`src/rtl/keypad_scan_ctrl.sv`:
```
// Matrix keypad scanner: drives one column at a time, synchronises the row
// inputs, debounces a single press and release, and hands each press to the
// consumer as one key code over a valid/ready handshake.
module keypad_scan_ctrl #(
  parameter int unsigned NROWS           = 4,
  parameter int unsigned NCOLS           = 4,
  parameter int unsigned SETTLE_CYCLES   = 4,
  parameter int unsigned DEBOUNCE_CYCLES = 8,
  localparam int unsigned CODEW          = $clog2(NROWS * NCOLS)
) (
  input  logic             clk,
  input  logic             reset_n,
  input  logic [NROWS-1:0] rows_i,
  output logic [NCOLS-1:0] cols_o,
  output logic [CODEW-1:0] key_code,
  output logic             key_valid,
  input  logic             key_ready,
  output logic             key_held,
  output logic             overrun
);

  localparam int unsigned CW = $clog2(NCOLS);
  localparam int unsigned RW = $clog2(NROWS);
  localparam int unsigned SW = $clog2(SETTLE_CYCLES);
  localparam int unsigned DW = $clog2(DEBOUNCE_CYCLES);

  localparam logic [CW-1:0] ColLast    = CW'(NCOLS - 1);
  localparam logic [SW-1:0] SettleLast = SW'(SETTLE_CYCLES - 1);
  localparam logic [DW-1:0] DebLast    = DW'(DEBOUNCE_CYCLES - 1);

  typedef enum logic [1:0] {StScan, StDebounce, StHold} state_e;

  state_e           state_q, state_d;
  logic [CW-1:0]    col_q, col_d;
  logic [RW-1:0]    row_q, row_d;
  logic [SW-1:0]    settle_q, settle_d;
  logic [DW-1:0]    deb_q, deb_d;
  logic             held_d;
  logic [NROWS-1:0] rows_m, rows_s;
  logic [RW-1:0]    low_row;
  logic             event_fire;
  logic [CODEW-1:0] code_new;

  // Two-flop synchroniser for the asynchronous row lines.
  always_ff @(posedge clk or negedge reset_n) begin
    if (!reset_n) begin
      rows_m <= '0;
      rows_s <= '0;
    end else begin
      rows_m <= rows_i;
      rows_s <= rows_m;
    end
  end

  // Lowest set row index wins when several rows are active on one column.
  always_comb begin
    low_row = '0;
    for (int i = int'(NROWS) - 1; i >= 0; i--) begin
      if (rows_s[i]) low_row = RW'(i);
    end
  end

  assign code_new = CODEW'(row_q) * CODEW'(NCOLS) + CODEW'(col_q);

  // Scan / debounce / hold next-state logic.
  always_comb begin
    state_d    = state_q;
    col_d      = col_q;
    row_d      = row_q;
    settle_d   = settle_q;
    deb_d      = deb_q;
    held_d     = key_held;
    event_fire = 1'b0;
    unique case (state_q)
      StScan: begin
        if (settle_q == SettleLast) begin
          settle_d = '0;
          if (|rows_s) begin
            row_d   = low_row;
            deb_d   = '0;
            state_d = StDebounce;
          end else begin
            col_d = (col_q == ColLast) ? '0 : col_q + CW'(1);
          end
        end else begin
          settle_d = settle_q + SW'(1);
        end
      end
      StDebounce: begin
        if (!rows_s[row_q]) begin
          // Bounce: rescan the same column from a fresh settle period.
          state_d  = StScan;
          settle_d = '0;
        end else if (deb_q == DebLast) begin
          state_d    = StHold;
          deb_d      = '0;
          held_d     = 1'b1;
          event_fire = 1'b1;
        end else begin
          deb_d = deb_q + DW'(1);
        end
      end
      StHold: begin
        if (rows_s[row_q]) begin
          deb_d = '0;
        end else if (deb_q == DebLast) begin
          // Release restarts the sweep at column 0 so priority is repeatable.
          state_d  = StScan;
          col_d    = '0;
          settle_d = '0;
          deb_d    = '0;
          held_d   = 1'b0;
        end else begin
          deb_d = deb_q + DW'(1);
        end
      end
      default: state_d = StScan;
    endcase
  end

  // FSM state, counters and registered column drive.
  always_ff @(posedge clk or negedge reset_n) begin
    if (!reset_n) begin
      state_q  <= StScan;
      col_q    <= '0;
      row_q    <= '0;
      settle_q <= '0;
      deb_q    <= '0;
      key_held <= 1'b0;
      cols_o   <= NCOLS'(1);
    end else begin
      state_q  <= state_d;
      col_q    <= col_d;
      row_q    <= row_d;
      settle_q <= settle_d;
      deb_q    <= deb_d;
      key_held <= held_d;
      cols_o   <= NCOLS'(1) << col_d;
    end
  end

  // Event handshake: a new event overwrites an unaccepted one and flags overrun.
  always_ff @(posedge clk or negedge reset_n) begin
    if (!reset_n) begin
      key_code  <= '0;
      key_valid <= 1'b0;
      overrun   <= 1'b0;
    end else begin
      overrun <= 1'b0;
      if (event_fire) begin
        key_code  <= code_new;
        key_valid <= 1'b1;
        overrun   <= key_valid & ~key_ready;
      end else if (key_valid && key_ready) begin
        key_valid <= 1'b0;
      end
    end
  end

endmodule

```
`config.mk`:
```
export PLATFORM = sky130hd
export DESIGN_NAME = keypad_scan_ctrl
export DESIGN_NICKNAME = d
export VERILOG_FILES = /design/src/rtl/keypad_scan_ctrl.sv
export SDC_FILE = /design/constraint.sdc
export NUM_CORES = 1
export LEC_CHECK = 0
export BUFFER_PORTS_ARGS = -buffer_cell sky130_fd_sc_hd__buf_2
export CORE_ASPECT_RATIO = 2
export CORE_MARGIN = 2
export CORE_UTILIZATION = 40
export CTS_CLUSTER_DIAMETER = 200
export DETAILED_ROUTE_END_ITERATION = 7
export MAX_ROUTING_LAYER = met4
export PLACE_DENSITY_LB_ADDON = 0.1
export RECOVER_POWER = 25
export SYNTH_ARGS = -nofsm -noshare
export SYNTH_HDL_FRONTEND = slang
export SYNTH_SLANG_ARGS = --single-unit
```
`constraint.sdc`:
```
create_clock -name clk -period 3.6 [get_ports clk]
set_input_delay 0.72 -clock clk [delete_from_list [all_inputs] [get_ports clk]]
set_output_delay 0.72 -clock clk [all_outputs]
set_load 0.01 [all_outputs]
```
==> results of run 1 <==
## cells in the mapped netlist, types with 2 or more instances
cell type / count
a21o_1: 2
a21oi_1: 7
a31oi_1: 2
clkbuf_1: 2
dfrtp_1: 29
ha_1: 9
inv_1: 10
mux2_2: 6
nand2_1: 5
nand2b_1: 2
nand3_1: 2
nor2_1: 8
nor3b_1: 2
o21ai_0: 7
o21ai_2: 2
## logic make-up after synthesis
kind of cell	synth area share, %
AO/OA/AOI/OAI	14.7
flip-flops	55.2
AND/OR/NAND/NOR	10.8
buffers and inverters	3.58
adder cells (fa/ha/maj)	8.27
multiplexers	7.35
## worst max-delay path: stages (launching register included)
cell     delay [ns]
dfrtp_1        0.41
mux4_2         0.62
and2_1         0.22
nand2_1        0.28
mux2_2         0.38
## stage by stage
| stage | power [mW] | util (%) | cell area, um^2 | hold slack, ns |
|---|---|---|---|---|
| 2_1_floorplan | 0.658 | - | 1360 | 0.331 |
| 3_3_place_gp | 0.730 | 44.3 | 1480 | 0.333 |
| 3_5_place_dp | 0.740 | 44.3 | 1480 | 0.335 |
| 4_1_cts | 1.02 | 47.0 | 1570 | 0.349 |
| 5_1_grt | 1.09 | 47.0 | 1570 | 0.357 |
| 6_report | 1.01 | 47.0 | 1570 | 0.347 |
## path summary, 6_finish.rpt
kind	to	slack, ns	depth (start not counted)
worst min register to register	rows_s[3]	0.35	0
min in group asynchronous	overrun	0.81	1
max in group asynchronous	settle_q[0]	1.89	1
worst min-delay path	rows_s[3]	0.35	0
worst max-delay path	key_code[1]	1.59	4
worst max register to register	key_code[1]	1.59	4
## where the power goes
part / total (mW) / switching, mW / internal [mW]
combinational: 0.289 / 0.160 / 0.129
sequential: 0.439 / 0.0410 / 0.398
clock: 0.279 / 0.125 / 0.154
total: 1.01 / 0.326 / 0.682
## per-layer routing
| layer | vias to the layer above | share of wire (%) |
|---|---|---|
| met5 | - | 0 |
| met2 | 18 | 53 |
| met1 | 471 | 40 |
| li1 | 464 | - |
| met4 | 0 | 3.6 |
| met3 | 7 | 3.2 |
## registers in the layout, indices dropped and copies added (netlist names)
signal / cells
rows_m: 4
settle_q: 2
state_q: 2
col_q: 2
deb_q: 3
overrun: 1
cols_o: 4
key_valid: 1
rows_s: 4
row_q: 2
key_held: 1
key_code: 4
## layout make-up
class / instances / area [um^2]
Clock buffer: 7 / 86.3
Sequential cell: 30 / 752
Inverter: 11 / 41.3
Multi-Input combinational cell: 75 / 561
Tap cell: 32 / 40.0
Timing Repair Buffer: 17 / 83.8
Fill cell: 307 / 1770
Clock inverter: 1 / 5.00
==> key figures, run 1 <==
Floorplanning
  • Die width: 45.3 um
  • Die area: 3910 um^2
  • Vert. Die Dim: 86.5 um
  • Core Rows: 30
  • I/O pins: 18
  • Core area: 3340 um^2
  • Starting Density: 40.7%

STA
  • Final setup fails: 0
  • Final period util: 55.9%
  • Setup_tns: 0 ns
  • Shortest period the worst path allows: 2.01 ns
  • Relative slew slack: -2.67%
  • RSZ-0062 raised after global routing: false
  • Worst slew pin tran: 1.54 ns
  • Fmax: 497 MHz
  • Clock skew: 0.00285 ns
  • Final Hold Viols: 0
  • Slew Viols, Final: 31
  • Setup WS post-layout: 1.59 ns

Synth
  • Avg Cell Area, Syn: 11.5 um^2
  • Register area share after synthesis: 55.2%
  • Top_reg_cell synth: dfrtp_1
  • Synth warn: 0
  • Main area contributors after synthesis: dfrtp_1, ha_1, mux2_2
  • Area share of the leading cell type in the synthesized netlist: 53.3%
  • Asr flop ratio synth: 100%
  • Post-synth top area cell: dfrtp_1
  • Synth Net Count: 134
  • #FFs+latches synth: 30
  • Synth Cell Area: 1360 um^2
  • Post-synth EDFFs: 0
  • Post-synthesis cell type count: 38
  • Cells after synthesis: 118

Global routing
  • Vias in the first global route: 1024
  • GRT Total Usage: 16.8%
  • Met2 GRT Util: 27.9%
  • GR Overflow Total: 0
  • Met3 Track Usage GR: 3.75%
  • First-pass GRT wire length: 4.52 mm
  • Initial antenna violation count: 0
  • M1 GR Usage: 17.1%
  • Gr busiest metal: met2
  • Largest net degree at the start of global routing: 31

CTS
  • Worst-path clk slew: 0.06 ns
  • CTS tree: built
  • CTS Sinks: 30
  • Hold_buf cts: 0
  • Clock Latency Late Sink: 0.28 ns
  • Clk root buf: clkbuf_8
  • CTS resizes: 0
  • Post-CTS Setup Bufs: 0
  • H-tree depth: 2
  • Worst-case clock buffer depth: 2
  • Num CTS Buffers: 5

Detailed routing
  • Post-detailed-route count of antenna-violating nets: 0
  • Starting DRT DRC Count: 18
  • Post-DR vias/cell: 5.55
  • Routed wire length: 2.49 mm
  • Routed WL per cell: 14.4 um
  • Via count: 960
  • Drt first pass iters: 4
  • DRC violation count after routing: 0

Job
  • MaxCap Viol Count: 1

Pwr
  • Leakage: 0.779 nW
  • Pwr Density: 642 nW/um^2
  • Peak VDD IR: 0.290 mV

Final layout
  • Layout cells sized above 1: 25.5%
  • Fin nets: 156
  • Ant diodes: 0
  • Synth-to-layout area growth: 15.3%
  • Commonest non-fill, non-tap cell in the layout: dfrtp_1
  • Post-route insts no fill: 173
  • Most frequent cells in the layout: dfrtp_1, buf_2, inv_1

Placement
  • Count of input and output buffers: 17
  • DP HPWL: 1.80 mm
  • Pre-CTS setup slack: 1.59 ns
  • GPL Wtd Cong: 0.800
  • Dpl cells: 165

Worst setup path
  • Crit end category: flop
  • Worst reg2reg path startpoint: row_q[0]
  • Crit-path max FO: 9
  • Crit path DAT: 2.18 ns
  • WS Path Type: reg2reg
  • CP startpoint kind: flop
  • Critical Path RT: 3.76 ns
  • Crit. Startpoint: row_q[0]

Min path
  • HP Start: rows_m[3]
  • Worst hold path class: reg2reg

Status
  • Failing checks: max-capacitance violations, max-slew violations
  • Status: finished, violations left
(Power assumes the default switching activity.)
==> run 2: changes to the inputs <==
ABC_AREA = 1   (was not set)
clock period = 1.7 ns   (was 3.6 ns; I/O delays follow)
==> run 2 against run 1 <==
  * Sequential power rose by 130%
  * Flip-flop and latch count did not move
  * Worst hold slack got worse by 0.19 ns
  * Routed wire length rose by 11%
  * Largest cell class unchanged
  * Non-clock buffer count rose by 1
  * Via count rose by 19%
  * Synthesized cell count rose by 38%
  * Register-to-register slack got worse by 1.4 ns
  * Final cell count rose by 36%
  * The flow still finishes with violations (max-capacitance violations, max-slew violations)
  * Clock power rose to 2.6 times the previous value
  * Sequential share of layout area fell by 5.9 points
==> key figures, run 2 <==
Placement
  • Post-placement cell area: 1670 um^2 (was 1480 um^2)
  • Count of input and output buffers: 17 (unchanged)
  • GPL Wtd Cong: 0.887 (was 0.800)
  • Dpl cells: 228 (was 165)
  • Pre-CTS setup slack: 0.180 ns (was 1.59 ns)
  • DP HPWL: 2.18 mm (was 1.80 mm)

Detailed routing
  • Routed wire length: 2.76 mm (was 2.49 mm)
  • Drt first pass iters: 4 (unchanged)
  • Starting DRT DRC Count: 26 (was 18)
  • Post-DR vias/cell: 4.84 (was 5.55)
  • Routed WL per cell: 11.7 um (was 14.4 um)
  • Via count: 1143 (was 960)
  • DRC violation count after routing: 0 (unchanged)
  • Post-detailed-route count of antenna-violating nets: 0 (unchanged)

Job
  • MaxCap Viol Count: 1 (unchanged)

Pwr
  • Clock share of power: 24.2% (was 27.7%)
  • Comb pwr share: 42.2% (was 28.7%)
  • Leakage: 0.911 nW (was 0.779 nW)
  • Net Switching: 1.19 mW (was 0.326 mW)
  • Total power: 2.95 mW (was 1.01 mW)
  • Peak VDD IR: 0.771 mV (was 0.290 mV)
  • Pwr Density: 1650 nW/um^2 (was 642 nW/um^2)
  • Reg power frac: 33.6% (was 43.6%)
  • Int Power: 1.76 mW (was 0.682 mW)
  • Sw Ratio: 40.3% (was 32.3%)

Worst setup path
  • Buffers & Inverters on Critical Path: 2 (was 0)
  • Critical Path RT: 1.87 ns (was 3.76 ns)
  • CP startpoint kind: flop (unchanged)
  • WS Path Type: reg2reg (unchanged)
  • Cells along the critical path: inv_1 > ha_1 > inv_1 > nor2_1 > nand3_1 > nand4_1 > nand2_1 (was mux4_2 > and2_1 > nand2_1 > mux2_2)
  • Crit-path max FO: 4 (was 9)
  • Crit path largest cell delay: 0.42 ns (was 0.62 ns)
  • CP dominant cell by count: inv_1
  • Crit end category: flop (unchanged)
  • Crit path DAT: 1.66 ns (was 2.18 ns)
  • CP delay by family, top: simple AND/OR/NAND/NOR gates (was multiplexers)
  • CP max stage cell: dfrtp_1 (was mux4_2)

STA
  • Setup_tns: 0 ns (unchanged)
  • Final hold slack: 0.160 ns (was 0.347 ns)
  • Setup WS post-layout: 0.212 ns (was 1.59 ns)
  • Slew Viols, Final: 31 (unchanged)
  • Final setup fails: 0 (unchanged)
  • Final Hold Viols: 0 (unchanged)
  • Relative slew slack: -0.952% (was -2.67%)
  • Shortest period the worst path allows: 1.49 ns (was 2.01 ns)
  • Final period util: 87.6% (was 55.9%)
  • Worst slew pin tran: 1.51 ns (was 1.54 ns)
  • Fmax: 672 MHz (was 497 MHz)
  • RSZ-0062 raised after global routing: false (unchanged)
  • Clock skew: 0.00646 ns (was 0.00285 ns)

Final layout
  • Final Util: 49.1% (was 47.0%)
  • Post-route insts no fill: 236 (was 173)
  • Ant diodes: 0 (unchanged)
  • Layout cells sized above 1: 28.9% (was 25.5%)
  • Commonest non-fill, non-tap cell in the layout: nand2_1 (was dfrtp_1)
  • Synth-to-layout area growth: 16.3% (was 15.3%)
  • Post-route cell area: 1790 um^2 (was 1570 um^2)
  • Fin nets: 202 (was 156)
  • Most frequent cells in the layout: nand2_1, dfrtp_1, inv_1, buf_2, nor2_1 (was dfrtp_1, buf_2, inv_1)

Synth
  • Area share of the leading cell type in the synthesized netlist: 47.2% (was 53.3%)
  • Top_reg_cell synth: dfrtp_1 (unchanged)
  • Post-synth top area cell: dfrtp_1 (unchanged)
  • Most frequent cells after synthesis: nand2_1, dfrtp_1, inv_1, nor2_1, ha_1 (was dfrtp_1, inv_1, ha_1, nor2_1)
  • Register area share after synthesis: 48.9% (was 55.2%)
  • Cells after synthesis: 163 (was 118)
  • Avg Cell Area, Syn: 9.44 um^2 (was 11.5 um^2)
  • Most frequent cell after synthesis: nand2_1 (was dfrtp_1)
  • Synth Cell Area: 1540 um^2 (was 1360 um^2)
  • Main area contributors after synthesis: dfrtp_1, nand2_1, ha_1 (was dfrtp_1, ha_1, mux2_2)
  • Synth warn: 0 (unchanged)
  • Synth Net Count: 179 (was 134)
  • #FFs+latches synth: 30 (unchanged)
  • Post-synth EDFFs: 0 (unchanged)
  • Post-synthesis cell type count: 24 (was 38)
  • Asr flop ratio synth: 100% (unchanged)

CTS
  • Worst-path clk slew: 0.07 ns (was 0.06 ns)
  • Post-CTS Setup Bufs: 0 (unchanged)
  • CTS tree: built (unchanged)
  • Clock Latency Late Sink: 0.28 ns (about the same)
  • CTS Sinks: 30 (unchanged)
  • Num CTS Buffers: 5 (unchanged)
  • Worst-case clock buffer depth: 2 (unchanged)
  • H-tree depth: 2 (unchanged)
  • Clk root buf: clkbuf_8 (unchanged)

Floorplanning
  • Die width: 47.9 um (was 45.3 um)
  • Vert. Die Dim: 91.7 um (was 86.5 um)
  • Core area: 3650 um^2 (was 3340 um^2)
  • Starting Density: 42.2% (was 40.7%)
  • Die area: 4390 um^2 (was 3910 um^2)
  • Core Rows: 31 (was 30)
  • I/O pins: 18 (unchanged)

Global routing
  • First-pass GRT wire length: 4.91 mm (was 4.52 mm)
  • Vias in the first global route: 1157 (was 1024)
  • GRT Total Usage: 16.2% (was 16.8%)
  • GR Overflow Total: 0 (unchanged)
  • Largest net degree at the start of global routing: 31 (unchanged)
  • Initial antenna violation count: 0 (unchanged)

Status
  • Status: finished, violations left (unchanged)
  • Failing checks: max-capacitance violations, max-slew violations (unchanged)

Min path
  • Worst hold path class: in2reg (was reg2reg)
run 2: changes by cell type after synthesis, moves of 6 or more:
cell,delta
nand2_1,+30
o21ai_1,+7
nand3_1,+6
mux2_2,-6
inv_1,+6
run 2: logic make-up (layout without fill, tap and decap cells):
family | after synthesis | count (layout) | synth area share (%)
buffers and inverters | 21 | 45 | 5.85
AND/OR/NAND/NOR | 88 | 88 | 32.8
flip-flops | 30 | 30 | 48.9
AO/OA/AOI/OAI | 15 | 15 | 5.20
adder cells (fa/ha/maj) | 9 | 9 | 7.32
run 2: what timing repair did:
action                                  in CTS  in global routing
hold buffers                                 0                  0
gates resized for setup                      0                  1
endpoints found under the setup margin       0                  1
run 2: worst paths after layout:
kind	startpoint	to	slack [ns]	depth (start not counted)
setup / recovery	state_q[1]	state_q[0]	0.21	7
hold / removal	rows_i[1]	rows_m[1]	0.16	1
setup reg to reg	state_q[1]	state_q[0]	0.21	7
hold reg to reg	rows_m[0]	rows_s[0]	0.35	0
max in group asynchronous	reset_n	key_held	0.40	1
min in group asynchronous	reset_n	col_q[1]	0.42	1
run 2: final cells by class:
cell class / instances / area (um^2)
clock buffers: 5 / 68.8
clock inverters: 3 / 45.0
fillers: 378 / 1860
inverters: 19 / 71.3
multi-input cells: 112 / 699
flip-flops and latches: 30 / 752
well taps: 49 / 61.3
repair buffers: 18 / 91.3
run 2: power by group through the flow:
| stage | clock network [mW] | logic [mW] | registers, mW |
|---|---|---|---|
| finish | 0.712 | 1.24 | 0.989 |
| global route | 0.777 | 1.42 | 1.01 |
| CTS | 0.736 | 1.26 | 0.991 |
| detailed placement | 0 | 1.26 | 1.00 |
| global placement | 0 | 1.23 | 0.997 |
| floorplan | 0 | 0.997 | 1.00 |
run 2: per-layer routing:
metal | routed length [um] | global-route usage (%) | vias to the layer above
li1 | - | - | 572
met1 | 1010 | 15.0 | 538
met2 | 1560 | 27.8 | 24
met3 | 90 | 4.33 | 9
met4 | 97 | 8.33 | 0
met5 | 0 | - | -
==> run 3: changes to the inputs <==
clock period = 1.4 ns   (was 1.7 ns; I/O delays follow)
==> run 3 against run 2 <==
  * Sequential power rose by 23%
  * Die area unchanged
  * Total power rose by 34%
  * Global-route usage increased by 0.30 points
  * Final cell count grew 6.8%
  * The run now ends clean
  * Clock-buffer cell count is 1 higher
==> key figures, run 3 (same netlist as run 2, synthesis figures left out) <==
STA
  • Fmax: 751 MHz (was 672 MHz)
  • Final period util: 95.1% (was 87.6%)
  • Clock skew: 0.00784 ns (was 0.00646 ns)
  • RSZ-0062 raised after global routing: true (was false)
  • Relative slew slack: 72.4% (was -0.952%)
  • Slew Viols, Final: 0 (was 31)
  • Setup_tns: 0 ns (unchanged)
  • Shortest period the worst path allows: 1.33 ns (was 1.49 ns)
  • Final setup fails: 0 (unchanged)
  • Final Hold Viols: 0 (unchanged)
  • Worst slew pin tran: 0.414 ns (was 1.51 ns)

Floorplanning
  • Die area: 4390 um^2 (unchanged)
  • Vert. Die Dim: 91.7 um (unchanged)
  • Die width: 47.9 um (unchanged)
  • I/O pins: 18 (unchanged)
  • Core area: 3650 um^2 (unchanged)
  • Core Rows: 31 (unchanged)
  • Starting Density: 42.2% (unchanged)

Global routing
  • Largest net degree at the start of global routing: 17 (was 31)
  • GR Overflow Total: 0 (unchanged)
  • GRT Total Usage: 16.5% (was 16.2%)
  • First-pass GRT wire length: 5.02 mm (was 4.91 mm)
  • Vias in the first global route: 1180 (was 1157)
  • Initial antenna violation count: 0 (unchanged)

Final layout
  • Most frequent cells in the layout: nand2_1, dfrtp_1, buf_2 (was nand2_1, dfrtp_1, inv_1, buf_2, nor2_1)
  • Post-route insts no fill: 252 (was 236)
  • Synth-to-layout area growth: 31.7% (was 16.3%)
  • Layout cells sized above 1: 43.3% (was 28.9%)
  • Ant diodes: 0 (unchanged)
  • Commonest non-fill, non-tap cell in the layout: nand2_1 (unchanged)
  • Fin nets: 218 (was 202)

CTS
  • CTS Sinks: 30 (unchanged)
  • CTS tree: built (unchanged)
  • Clock Latency Late Sink: 0.28 ns (about the same)
  • Worst-case clock buffer depth: 2 (unchanged)
  • H-tree depth: 2 (unchanged)
  • Num CTS Buffers: 5 (unchanged)
  • Worst-path clk slew: 0.06 ns (was 0.07 ns)
  • Clk root buf: clkbuf_8 (unchanged)

Worst setup path
  • Critical Path RT: 1.61 ns (was 1.87 ns)
  • CP max stage cell: dfrtp_1 (unchanged)
  • Cells along the critical path: buf_4 > ha_4 > nor2_2 > inv_1 > buf_4 > nand3_1 > nand2_1 > nor2_1 (was inv_1 > ha_1 > inv_1 > nor2_1 > nand3_1 > nand4_1 > nand2_1)
  • Cells on worst reg2reg path: 8 (was 7)
  • Crit end category: flop (unchanged)
  • CP startpoint kind: flop (unchanged)
  • CP delay by family, top: flip-flops (was simple AND/OR/NAND/NOR gates)
  • CP dominant cell by count: buf_4 (was inv_1)
  • Worst R2R Setup Slack: 0.07 ns (was 0.21 ns)
  • WS Path Type: reg2reg (unchanged)
  • Crit-path max FO: 6 (was 4)
  • Reg2reg end: cols_o[1] (was state_q[0])
  • Crit path largest cell delay: 0.41 ns (was 0.42 ns)
  • Crit path DAT: 1.55 ns (was 1.66 ns)
  • Worst reg2reg path startpoint: state_q[1] (unchanged)
  • Buffers & Inverters on Critical Path: 3 (was 2)

Placement
  • GPL Wtd Cong: 0.878 (was 0.887)
  • Dpl cells: 238 (was 228)
  • DP HPWL: 2.42 mm (was 2.18 mm)
  • Count of input and output buffers: 17 (unchanged)

Detailed routing
  • Routed WL per cell: 12.4 um (was 11.7 um)
  • Via count: 1205 (was 1143)
  • Routed wire length: 3.13 mm (was 2.76 mm)
  • Drt first pass iters: 4 (unchanged)
  • Starting DRT DRC Count: 24 (was 26)
  • DRC violation count after routing: 0 (unchanged)
  • Post-detailed-route count of antenna-violating nets: 0 (unchanged)
  • Post-DR vias/cell: 4.78 (was 4.84)

Pwr
  • Pwr Density: 1950 nW/um^2 (was 1650 nW/um^2)
  • Peak VDD IR: 0.941 mV (was 0.771 mV)
  • Leakage: 0.996 nW (was 0.911 nW)

Job
  • MaxCap Viol Count: 0 (was 1)

Min path
  • Hold worst-path end: rows_m[3] (was rows_m[1])
  • HP Start: rows_i[3] (was rows_i[1])
  • Worst hold stages: 1 (unchanged)
  • Worst hold path class: in2reg (unchanged)

Status
  • Status: finished, final reports clean (was finished, violations left)
[run 3: cell types whose count changed in the layout (fill, tap and decap cells not counted), moves of 2 or more]
cell	delta
buf_4	+14
ha_1	-6
ha_4	+6
inv_1	-4
inv_2	+3
nand3_1	-3
nand3_2	+3
nor2_1	-2
o21ai_0	-2
o21ai_1	+2
[run 3: what timing repair did]
item                                    CTS  global route
pin swaps                                 2             0
hold buffers                              1             0
endpoints found under the setup margin    9            14
endpoints found under the hold margin    13             0
gates resized for setup                   7            23
setup buffers                             1             4
[run 3: power by group]
part | internal (mW) | total (mW) | switching (mW) | leakage (nW)
Sequential | 1.07 | 1.22 | 0.149 | 0.379
Clock | 0.394 | 0.713 | 0.319 | 0.0472
Combinational | 0.867 | 2.03 | 1.16 | 0.569
Total | 2.33 | 3.96 | 1.63 | 0.996
[run 3: worst max-delay path by stage]
stage                           from           to  slack (ns)  depth (start not counted)
after global routing        row_q[0]  settle_q[1]       -0.05                          9
final                     state_q[1]    cols_o[1]        0.07                          8
after floorplan             deb_q[0]    cols_o[1]        0.02                          8
after CTS                 state_q[0]    cols_o[3]      -0.009                          9
after global placement    state_q[1]   state_q[1]       -0.09                          7
after detailed placement  state_q[1]   state_q[0]        -0.1                          7
[run 3: metrics by stage]
step / worst slack [ns] / util (%) / power [mW] / instance area [um^2] / hold slack, ns
final: 0.0681 / 55.6 / 3.96 / 2030 / 0.104
after global routing: -0.0510 / 55.6 / 4.29 / 2030 / 0.0865
after CTS: -0.00858 / 51.9 / 3.70 / 1890 / 0.0953
after detailed placement: -0.0967 / 48.3 / 2.91 / 1760 / 0.217
after global placement: -0.0852 / 48.3 / 2.86 / 1760 / 0.210
after floorplan: 0.0179 / - / 2.43 / 1540 / -0.0156
[run 3: cell type report]
cell class	count	area (um^2)
multi-input cells	112	816
clock inverters	2	12.5
clock buffers	6	82.6
flip-flops and latches	30	753
repair buffers	34	228
well taps	49	61.3
fillers	356	1620
inverters	19	73.8
[run 3: layer usage]
metal	share of wire, %	GRT usage, %	vias to the layer above
li1	-	-	602
met1	36	15.9	566
met4	4.3	9.68	0
met3	3.2	4.53	13
met5	0	-	-
met2	57	27.1	24
